[config.mk]
export PLATFORM = sky130hd
export DESIGN_NAME = period_ramp_ctrl
export DESIGN_NICKNAME = d
export VERILOG_FILES = /design/src/rtl/period_ramp_ctrl.sv
export SDC_FILE = /design/constraint.sdc
export NUM_CORES = 1
export LEC_CHECK = 0
export CORE_MARGIN = 2
export CORE_UTILIZATION = 55
export DETAILED_ROUTE_END_ITERATION = 8
export PLACE_DENSITY = 0.89
export SYNTH_ARGS = -nofsm -noshare
export SYNTH_HDL_FRONTEND = slang
export SYNTH_SLANG_ARGS = --single-unit
[constraint.sdc]
create_clock -name CLK -period 7.26 [get_ports CLK]
set_clock_uncertainty 0.2 [all_clocks]
set_input_delay 1.815 -clock CLK [delete_from_list [all_inputs] [get_ports CLK]]
set_output_delay 1.815 -clock CLK [all_outputs]
set_load 0.02 [all_outputs]
[src/rtl/period_ramp_ctrl.sv]
// period_ramp_ctrl: slews an oscillator period word toward an accepted target.
// The word moves by at most one step every UPDATE_DIV clocks, so the
// oscillator frequency changes smoothly instead of jumping.
//
// Ports:
//   CLK          in   clock (parallel-data clock of the oscillator)
//   RESET        in   synchronous active-high reset
//   ENABLE       in   request to run the oscillator
//   TARGET_IN    in   [W]  requested period (clamped below at PERIOD_MIN)
//   STEP_IN      in   [W]  maximum period change per step (0 = single jump)
//   TARGET_VALID in   TARGET_IN/STEP_IN valid
//   TARGET_READY out  a target can be accepted (IDLE or HOLD)
//   PERIOD_OUT   out  [W] registered period word to the oscillator
//   OSC_CE       out  registered oscillator clock enable
//   BUSY         out  ramp in progress
//   DONE         out  one-cycle pulse when the target is reached
module period_ramp_ctrl #(
    parameter int unsigned PERIOD_INT_PART  = 10,
    parameter int unsigned PERIOD_FRAC_PART = 20,
    parameter logic [PERIOD_INT_PART+PERIOD_FRAC_PART-1:0] PERIOD_RESET = 30'h0075_8000,
    parameter logic [PERIOD_INT_PART+PERIOD_FRAC_PART-1:0] PERIOD_MIN   = 30'h0020_0000,
    parameter int unsigned UPDATE_DIV       = 16
) (
    input  logic                                        CLK,
    input  logic                                        RESET,
    input  logic                                        ENABLE,
    input  logic [PERIOD_INT_PART+PERIOD_FRAC_PART-1:0] TARGET_IN,
    input  logic [PERIOD_INT_PART+PERIOD_FRAC_PART-1:0] STEP_IN,
    input  logic                                        TARGET_VALID,
    output logic                                        TARGET_READY,
    output logic [PERIOD_INT_PART+PERIOD_FRAC_PART-1:0] PERIOD_OUT,
    output logic                                        OSC_CE,
    output logic                                        BUSY,
    output logic                                        DONE
);

    localparam int unsigned W  = PERIOD_INT_PART + PERIOD_FRAC_PART;
    localparam int unsigned CW = 16;
    localparam logic [CW-1:0] TICK_LAST = CW'(UPDATE_DIV - 1);

    typedef enum logic [1:0] {
        IDLE = 2'd0,
        RAMP = 2'd1,
        HOLD = 2'd2
    } state_t;

    state_t          state_q, state_d;
    logic [W-1:0]    period_q, period_d;
    logic [W-1:0]    tgt_q, tgt_d;
    logic [W-1:0]    step_q, step_d;
    logic [CW-1:0]   cnt_q, cnt_d;
    logic            osc_ce_q, osc_ce_d;
    logic            done_q, done_d;

    // Extended copies: one spare bit keeps difference and step math free of wrap.
    logic [W:0]      tgt_x, per_x, step_x, diff_x;
    logic            up;
    logic            transfer;

    // State and datapath registers
    always_ff @(posedge CLK) begin
        if (RESET) begin
            state_q  <= IDLE;
            period_q <= PERIOD_RESET;
            tgt_q    <= PERIOD_RESET;
            step_q   <= '0;
            cnt_q    <= '0;
            osc_ce_q <= 1'b0;
            done_q   <= 1'b0;
        end else begin
            state_q  <= state_d;
            period_q <= period_d;
            tgt_q    <= tgt_d;
            step_q   <= step_d;
            cnt_q    <= cnt_d;
            osc_ce_q <= osc_ce_d;
            done_q   <= done_d;
        end
    end

    // Next-state and datapath logic
    always_comb begin
        state_d  = state_q;
        period_d = period_q;
        tgt_d    = tgt_q;
        step_d   = step_q;
        cnt_d    = cnt_q;
        done_d   = 1'b0;
        osc_ce_d = ENABLE & (state_q != IDLE);

        transfer = TARGET_VALID & (state_q != RAMP);
        tgt_x    = {1'b0, tgt_q};
        per_x    = {1'b0, period_q};
        step_x   = {1'b0, step_q};
        up       = tgt_q > period_q;
        diff_x   = up ? (tgt_x - per_x) : (per_x - tgt_x);

        case (state_q)
            IDLE, HOLD: begin
                if (transfer) begin
                    tgt_d   = (TARGET_IN < PERIOD_MIN) ? PERIOD_MIN : TARGET_IN;
                    step_d  = STEP_IN;
                    cnt_d   = '0;
                    state_d = RAMP;
                end
            end
            RAMP: begin
                if (cnt_q == TICK_LAST) begin
                    cnt_d = '0;
                    // Land exactly on the target once it is within one step.
                    if ((step_q == '0) || (diff_x <= step_x)) begin
                        period_d = tgt_q;
                        state_d  = HOLD;
                        done_d   = 1'b1;
                    end else if (up) begin
                        period_d = W'(per_x + step_x);
                    end else begin
                        period_d = W'(per_x - step_x);
                    end
                end else begin
                    cnt_d = cnt_q + CW'(1);
                end
            end
            default: state_d = IDLE;
        endcase
    end

    assign TARGET_READY = (state_q != RAMP);
    assign BUSY         = (state_q == RAMP);
    assign PERIOD_OUT   = period_q;
    assign OSC_CE       = osc_ce_q;
    assign DONE         = done_q;

endmodule

### Word level (Yosys, flattened, before mapping)

Cells that the tools add are included.

| word-level totals | value |
|---|---|
| register bits after elaboration | 110 |
| input bits | 64 |
| output and inout bits | 34 |
| word-level logic and storage cells | 49 |

| cells by class | value |
|---|---|
| add/subtract/negate cells | 5 |
| magnitude comparators | 3 |
| equal/unequal tests | 7 |
| muxes and demuxes | 12 |
| bitwise logic cells | 4 |
| reductions and logical operators | 11 |

Operators with widths:

| operator | number |
|---|---|
| $mux W30 | 3 |
| $sub A30 B30 Y31 | 2 |
| $mux W16 | 2 |
| $pmux W16 S2 | 1 |
| $le A31 B30 Y1 | 1 |
| $mux W31 | 1 |
| $add A30 B30 Y30 | 1 |
| $gt A30 B30 Y1 | 1 |
| $logic_not A30 Y1 | 1 |
| $lt A30 B22 Y1 const B | 1 |
| $sub A30 B30 Y30 | 1 |
| $add A16 B1 Y16 const B | 1 |
| $eq A16 B4 Y1 const B | 1 |
| $mux W2 | 3 |
| $ne A2 B1 Y1 const B | 3 |
| $reduce_and A2 Y1 | 3 |
| $pmux W2 S2 | 1 |
| $reduce_bool A2 Y1 | 2 |
| $reduce_and A3 Y1 | 1 |
| $reduce_or A3 Y1 | 1 |
| $and A1 B1 Y1 | 2 |
| $eq A2 B1 Y1 const B | 1 |
| $eq A2 B2 Y1 const B | 1 |
| $logic_not A2 Y1 | 1 |
| 5 further kinds | 6 |

### Longest topological paths before layout

Gate-level depths: netlist of the first run.

| logic depth | value |
|---|---|
| depth after elaboration | 7 |
| depth in mapped cells | 28 |
| mapped depth without buffers | 25 |

### Worst setup path before layout of the first run

No wires, ideal clock.

| path | value |
|---|---|
| path kind | reg2reg |
| start | register period_q[1], in the netlist PERIOD_OUT[1] |
| end | register period_q[29], in the netlist PERIOD_OUT[29] |
| setup time | 0.060 ns |
| arrival | 5.587 ns |
| data required time | 7.000 ns |
| slack | 1.414 ns |
| cell stages (with the launch flop) | 24 |
| buffers on the path | 3 |
| clock period less this slack | 5.846 ns |
| cells stage by stage | dfxtp_1 > inv_1 > ha_1 > nor2b_1 > o21ai_0 > o211a_1 > o31ai_1 > a21oi_1 > o21ai_1 > clkbuf_1 > buf_1 > buf_1 > o41ai_1 > xnor2_1 > ha_1 > and3_1 > nand3_1 > o21ai_0 > a41oi_1 > o311ai_0 > nor4_1 > or4_1 > nand3_1 > a32o_2 |

| on the way | value |
|---|---|
| cells in the longest elaborated chain, start to end | 5 |
| elaborated cells between the ends (all ways) | 10 |
| those cells by class | 4 x add/sub; 2 x order compare; 3 x mux; 1 x reduce/logical |

Ends and longest elaborated chain:

| item | line | RTL |
|---|---|---|
| start, declared | 48 | `logic [W-1:0] period_q, period_d;` |
| start signal, assigned | 72 | `period_q <= period_d;` |
| $sub A30 B30 Y31 / $gt A30 B30 Y1 (equally long branches) | 96, 95 |  |
| $mux W31 | 96 | `diff_x = up ? (tgt_x - per_x) : (per_x - tgt_x);` |
| $le A31 B30 Y1 | 111 | `if ((step_q == '0) \|\| (diff_x <= step_x)) begin` |
| $logic_or A1 B1 Y1 | 111 |  |
| $mux W30 (*) | 111 |  |

Mark *: on every way between the ends. The rest lies on a longest branch, timed or not.
A chain may end at the register's enable or synchronous reset.

### Worst setup path in the final report of the first run

Same ends and word-level chain as after synthesis.

==> run summary, run 1 <==
A synthesized cell averages 7.30 um^2. The worst setup path is launched from a flop. The flow ran to the end, and the final reports show no timing, DRC or antenna violations. Gates resized during post-CTS repair numbered 0. The tools report the total negative setup slack as 0 ns. The worst hold path endpoint was step_q[13]$_SDFFE_PP0P_. The signal on the critical path passes through inv_1 -> ha_1 -> nor2b_1 -> o21ai_0 -> o211a_1 -> o31ai_1 -> a21oi_1 -> o21ai_4 -> buf_4 -> o31ai_1 -> xnor2_1 -> ha_1 -> a21o_1 -> a21o_1 -> a2111o_1 -> a41oi_1 -> o311ai_0 -> nor4_1 -> or4_1 -> nand3_1 -> a32o_2. The worst setup slack after layout was 0.355 ns.

For the pin with the worst max-slew slack, the measured transition is 0.937 ns. The run gives 0 as the count of hold-fix buffers inserted at cts. Across the VDD grid, the largest voltage drop is 0.143 mV. The launch point of the worst reg-to-reg path is PERIOD_OUT[1]$_SDFFE_PP0P_.

The logs give 0.36 ns for the slack of the worst reg-to-reg path and 6.98 ns for the critical path arrival. The portion of synthesized cell area occupied by the leading cell type was 0.215; the number of storage elements in the synthesis netlist was 110. Post-CTS setup buffer count: 0.

The number of antenna violations at the first check in global routing is 0. The run gives 0 as the count of antenna diodes in the layout. 98 I/O pins were placed.

Number of max-capacitance violations reported: 0. Setup repair after global routing left no endpoint under its margin. In the layout the commonest cells are nand2_1 (181), a21oi_1 (155), ha_1 (121). The slowest stage cell on the critical path was o21ai_4. Switching power share of the total: 0.461. TritonCTS built the clock tree.

At the placement stage, the worst setup path has a slack of 0.614 ns. The count of flip-flops with a built-in enable after synthesis is 0. Summed over all cells, the static leakage comes to 0.00503 uW. From synthesis to final layout, the design area changed by 14.0%. After detailed placement, the total cell area comes to 11,400 um^2. The final-stage net count came out at 1,646.

The floorplan has 49 rows. The average routed wire per standard cell is 19.8 um, and the wire length on met1 is 15,100 um. For the number of buffers created by CTS, the log shows 9. The root buffer cell chosen for the clock tree is clkbuf_16. For the final RePlAce weighted congestion, the log shows 1.06.

The overall fraction of global-route tracks in use came out at 0.334. The min-delay analysis places its worst path in the category reg -> reg. The first global-routing pass estimated 52,200 um of wire. Static timing analysis puts the maximum clock frequency at 145 MHz. The clock passes through at most 2 buffers. Critical path start-end classification: reg -> reg. In the routed layout, each cell is associated on average with a via count of 6.22. Summed over all layers, the global routing overflow is 0. CTS saw 110 sinks. The first routing iteration left 1,165 violations.

The final worst-path cycle share is 0.951, and the depth of the worst hold-timing path is 2. After clock tree synthesis, the clock-pin slew on the worst setup and hold paths is 0.09 ns. Summing all non-filler instances in the final layout gives an area of 11,700 um^2. The run gives 10,530 as the total via count in the routed design. The relative max-transition margin was 0.374.

The most common library cell in the layout ignoring fill and taps is nand2_1. The most area-hungry cell type in the Yosys netlist is dfxtp_1. Summed over all nets, wire length on met3 after detailed routing comes to 3120 um. The total of endpoints with negative setup slack in the final report is 0. The endpoint identified for the worst register-to-register timing path is PERIOD_OUT[29]$_SDFFE_PP0P_. Entering global routing, the biggest net connects 72 pins. STA classifies the critical path endpoint as a flop. The area enclosed by the die boundary is 19,800 um^2.

The shortest clock period the worst path allows after layout was 6.90 ns. Synthesis handed over a netlist of 1,405 instances. The number of iterations in the first detailed-routing pass is 6, and the cell area after synthesis is 10,300 um^2.

The tools report the sequential fraction of the synthesis area as 0.215. The sequential power share was 0.240. The longest individual stage delay on the worst path came out at 0.59 ns. Dividing total power by cell area gives a power density of 233 nW/um^2. For this run, the number of Yosys warnings is 0. By area the synthesized netlist is led by dfxtp_1 (21%), ha_1 (15%), a21oi_1 (7.6%). The initial core utilization came out at 0.565.

The number of cells on the worst reg-to-reg path is 21. The die is 141 um wide. From bottom edge to top edge, the die measures 141 um. The count of buffers added on input and output ports is 97. For the switching power of the nets, the log shows 1260 uW. The worst hold path begins at step_q[13]$_SDFFE_PP0P_.

The H-tree was split into 3 levels. The layout has 1,614 filler cells. The part of the power in combinational logic was 0.563; the proportion of register bits with asynchronous set or reset after synthesis was 0.

The logs give 67 for the count of distinct cell types in the synthesized netlist and 1,593 for the number of nets in the synthesized netlist. The core region is 18,100 um^2. Clock group share of total power: 0.198.

The final wirelength is 33,500 um. For the worst hold-check slack, the log shows 0.268 ns. The count of nets left with antenna violations once routing finished came out at 0.

In this run the top signal layer used is met4. At the worst endpoint, the required time is 7.33 ns. The via count of the first global-routing pass came out at 9,926. Share of layout cells above drive strength 1: 0.0342.

The run gives 0 as the number of hold-slack violations in the final timing report. Wire segments on met2 add up to 14,200 um in the final route. For the worst-skew pair, the clock arrives at the later sink with an insertion delay of 0.38 ns. The internal portion of the total power is 1470 uW.

Detailed placement ended at an HPWL of 26,000 um. The number of remaining DRC errors was 0; the number of pins with negative max-slew slack in the final report was 0. For this run, the leading register cell type out of synthesis is dfxtp_1. Of all nets on the critical path, the largest fanout is 33.
==> per-layer routing <==
layer / vias to the layer above / GRT usage
li1: 5107 / -
met1: 4894 / 0.467
met2: 457 / 0.510
met3: 72 / 0.0684
met4: 0 / 0.122
met5: - / 0
==> cells in the mapped netlist, types with 4 or more instances <==
cell,count
a211oi_1,8
a21boi_0,5
a21o_1,56
a21oi_1,155
a221o_1,4
a221oi_1,5
a22oi_1,23
a311oi_1,15
a31oi_1,11
a32oi_1,4
and2_1,5
and3_1,10
buf_1,8
clkbuf_1,60
dfxtp_1,110
ha_1,121
inv_1,114
mux2_2,4
mux2i_1,13
nand2_1,181
nand2b_1,11
nand3_1,19
nand4_1,30
nor2_1,111
nor2b_1,16
nor3_1,16
nor4_1,13
o211ai_1,10
o21a_1,14
o21ai_0,75
o21bai_1,18
o31ai_1,11
or3_1,6
or4_1,5
xnor2_1,64
xor2_1,20
==> flip-flops by register name, summed over array words and instances, names as in the netlist <==
name	cells
PERIOD_OUT	30
OSC_CE	1
tgt_q	30
DONE	1
step_q	30
state_q	2
cnt_q	16
==> cell families after synthesis <==
group | share of synthesized area
XOR/XNOR | 0.0717
AND/OR/NAND/NOR | 0.195
buffers and inverters | 0.0675
adder cells (fa/ha/maj) | 0.153
AO/OA/AOI/OAI | 0.280
multiplexers | 0.0171
flip-flops | 0.215
==> metrics by stage <==
| step | util | power [uW] | instances |
|---|---|---|---|
| floorplan | - | 1700 | 1405 |
| global placement | 0.627 | 2130 | 1676 |
| detailed placement | 0.627 | 2140 | 1676 |
| CTS | 0.644 | 2680 | 1692 |
| global route | 0.644 | 2880 | 1692 |
| finish | 0.644 | 2720 | 1692 |
==> how the worst max path moves through the flow <==
stage          cells past startpoint                           to                   startpoint
3_3_place_gp                      21  PERIOD_OUT[29]$_SDFFE_PP0P_   PERIOD_OUT[1]$_SDFFE_PP0P_
4_1_cts                           25   PERIOD_OUT[7]$_SDFFE_PP0P_  PERIOD_OUT[11]$_SDFFE_PP0P_
5_1_grt                           25  PERIOD_OUT[15]$_SDFFE_PP1P_  PERIOD_OUT[11]$_SDFFE_PP0P_
3_5_place_dp                      25   PERIOD_OUT[7]$_SDFFE_PP0P_  PERIOD_OUT[11]$_SDFFE_PP0P_
2_1_floorplan                     23  PERIOD_OUT[29]$_SDFFE_PP0P_   PERIOD_OUT[1]$_SDFFE_PP0P_
6_report                          21  PERIOD_OUT[29]$_SDFFE_PP0P_   PERIOD_OUT[1]$_SDFFE_PP0P_
==> worst max-delay path, delay by kind of cell, from the launching register on <==
| kind | cells | cell delay, ns |
|---|---|---|
| fa+ha+maj | 2 | 0.73 |
| xor+xnor | 1 | 0.42 |
| flops | 1 | 0.51 |
| simple gates | 4 | 0.86 |
| compound gates | 12 | 3.50 |
| buf+inv | 2 | 0.59 |
==> power by group through the flow <==
stage                     logic [uW]  clock network (uW)  registers [uW]
final                           1530                 538             653
after global routing            1660                 563             656
after CTS                       1490                 543             652
after detailed placement        1470                   0             665
after global placement          1470                   0             664
after floorplan                 1050                   0             656
==> cell type report <==
class / count / area [um^2] / area share
sequential: 110 / 2200 / 0.188
clock inverter: 7 / 83.8 / 0.00717
inverter: 115 / 432 / 0.0369
timing repair buffer: 111 / 1070 / 0.0916
tap: 229 / 287 / 0.0245
multi-input combinational: 1111 / 7390 / 0.632
clock buffer: 9 / 225 / 0.0193
(Power assumes the default switching activity.)
==> run 2: changes to the inputs <==
--- a/config.mk
+++ b/config.mk
@@ -9,6 +9,8 @@
 export CORE_UTILIZATION = 55
 export DETAILED_ROUTE_END_ITERATION = 8
 export PLACE_DENSITY = 0.89
+export SKIP_CTS_REPAIR_TIMING = 1
+export SLEW_MARGIN = 0
 export SYNTH_ARGS = -nofsm -noshare
 export SYNTH_HDL_FRONTEND = slang
 export SYNTH_SLANG_ARGS = --single-unit
==> results of run 2 <==
Same layout as run 1: the final DEF is identical, and so are final timing and power.
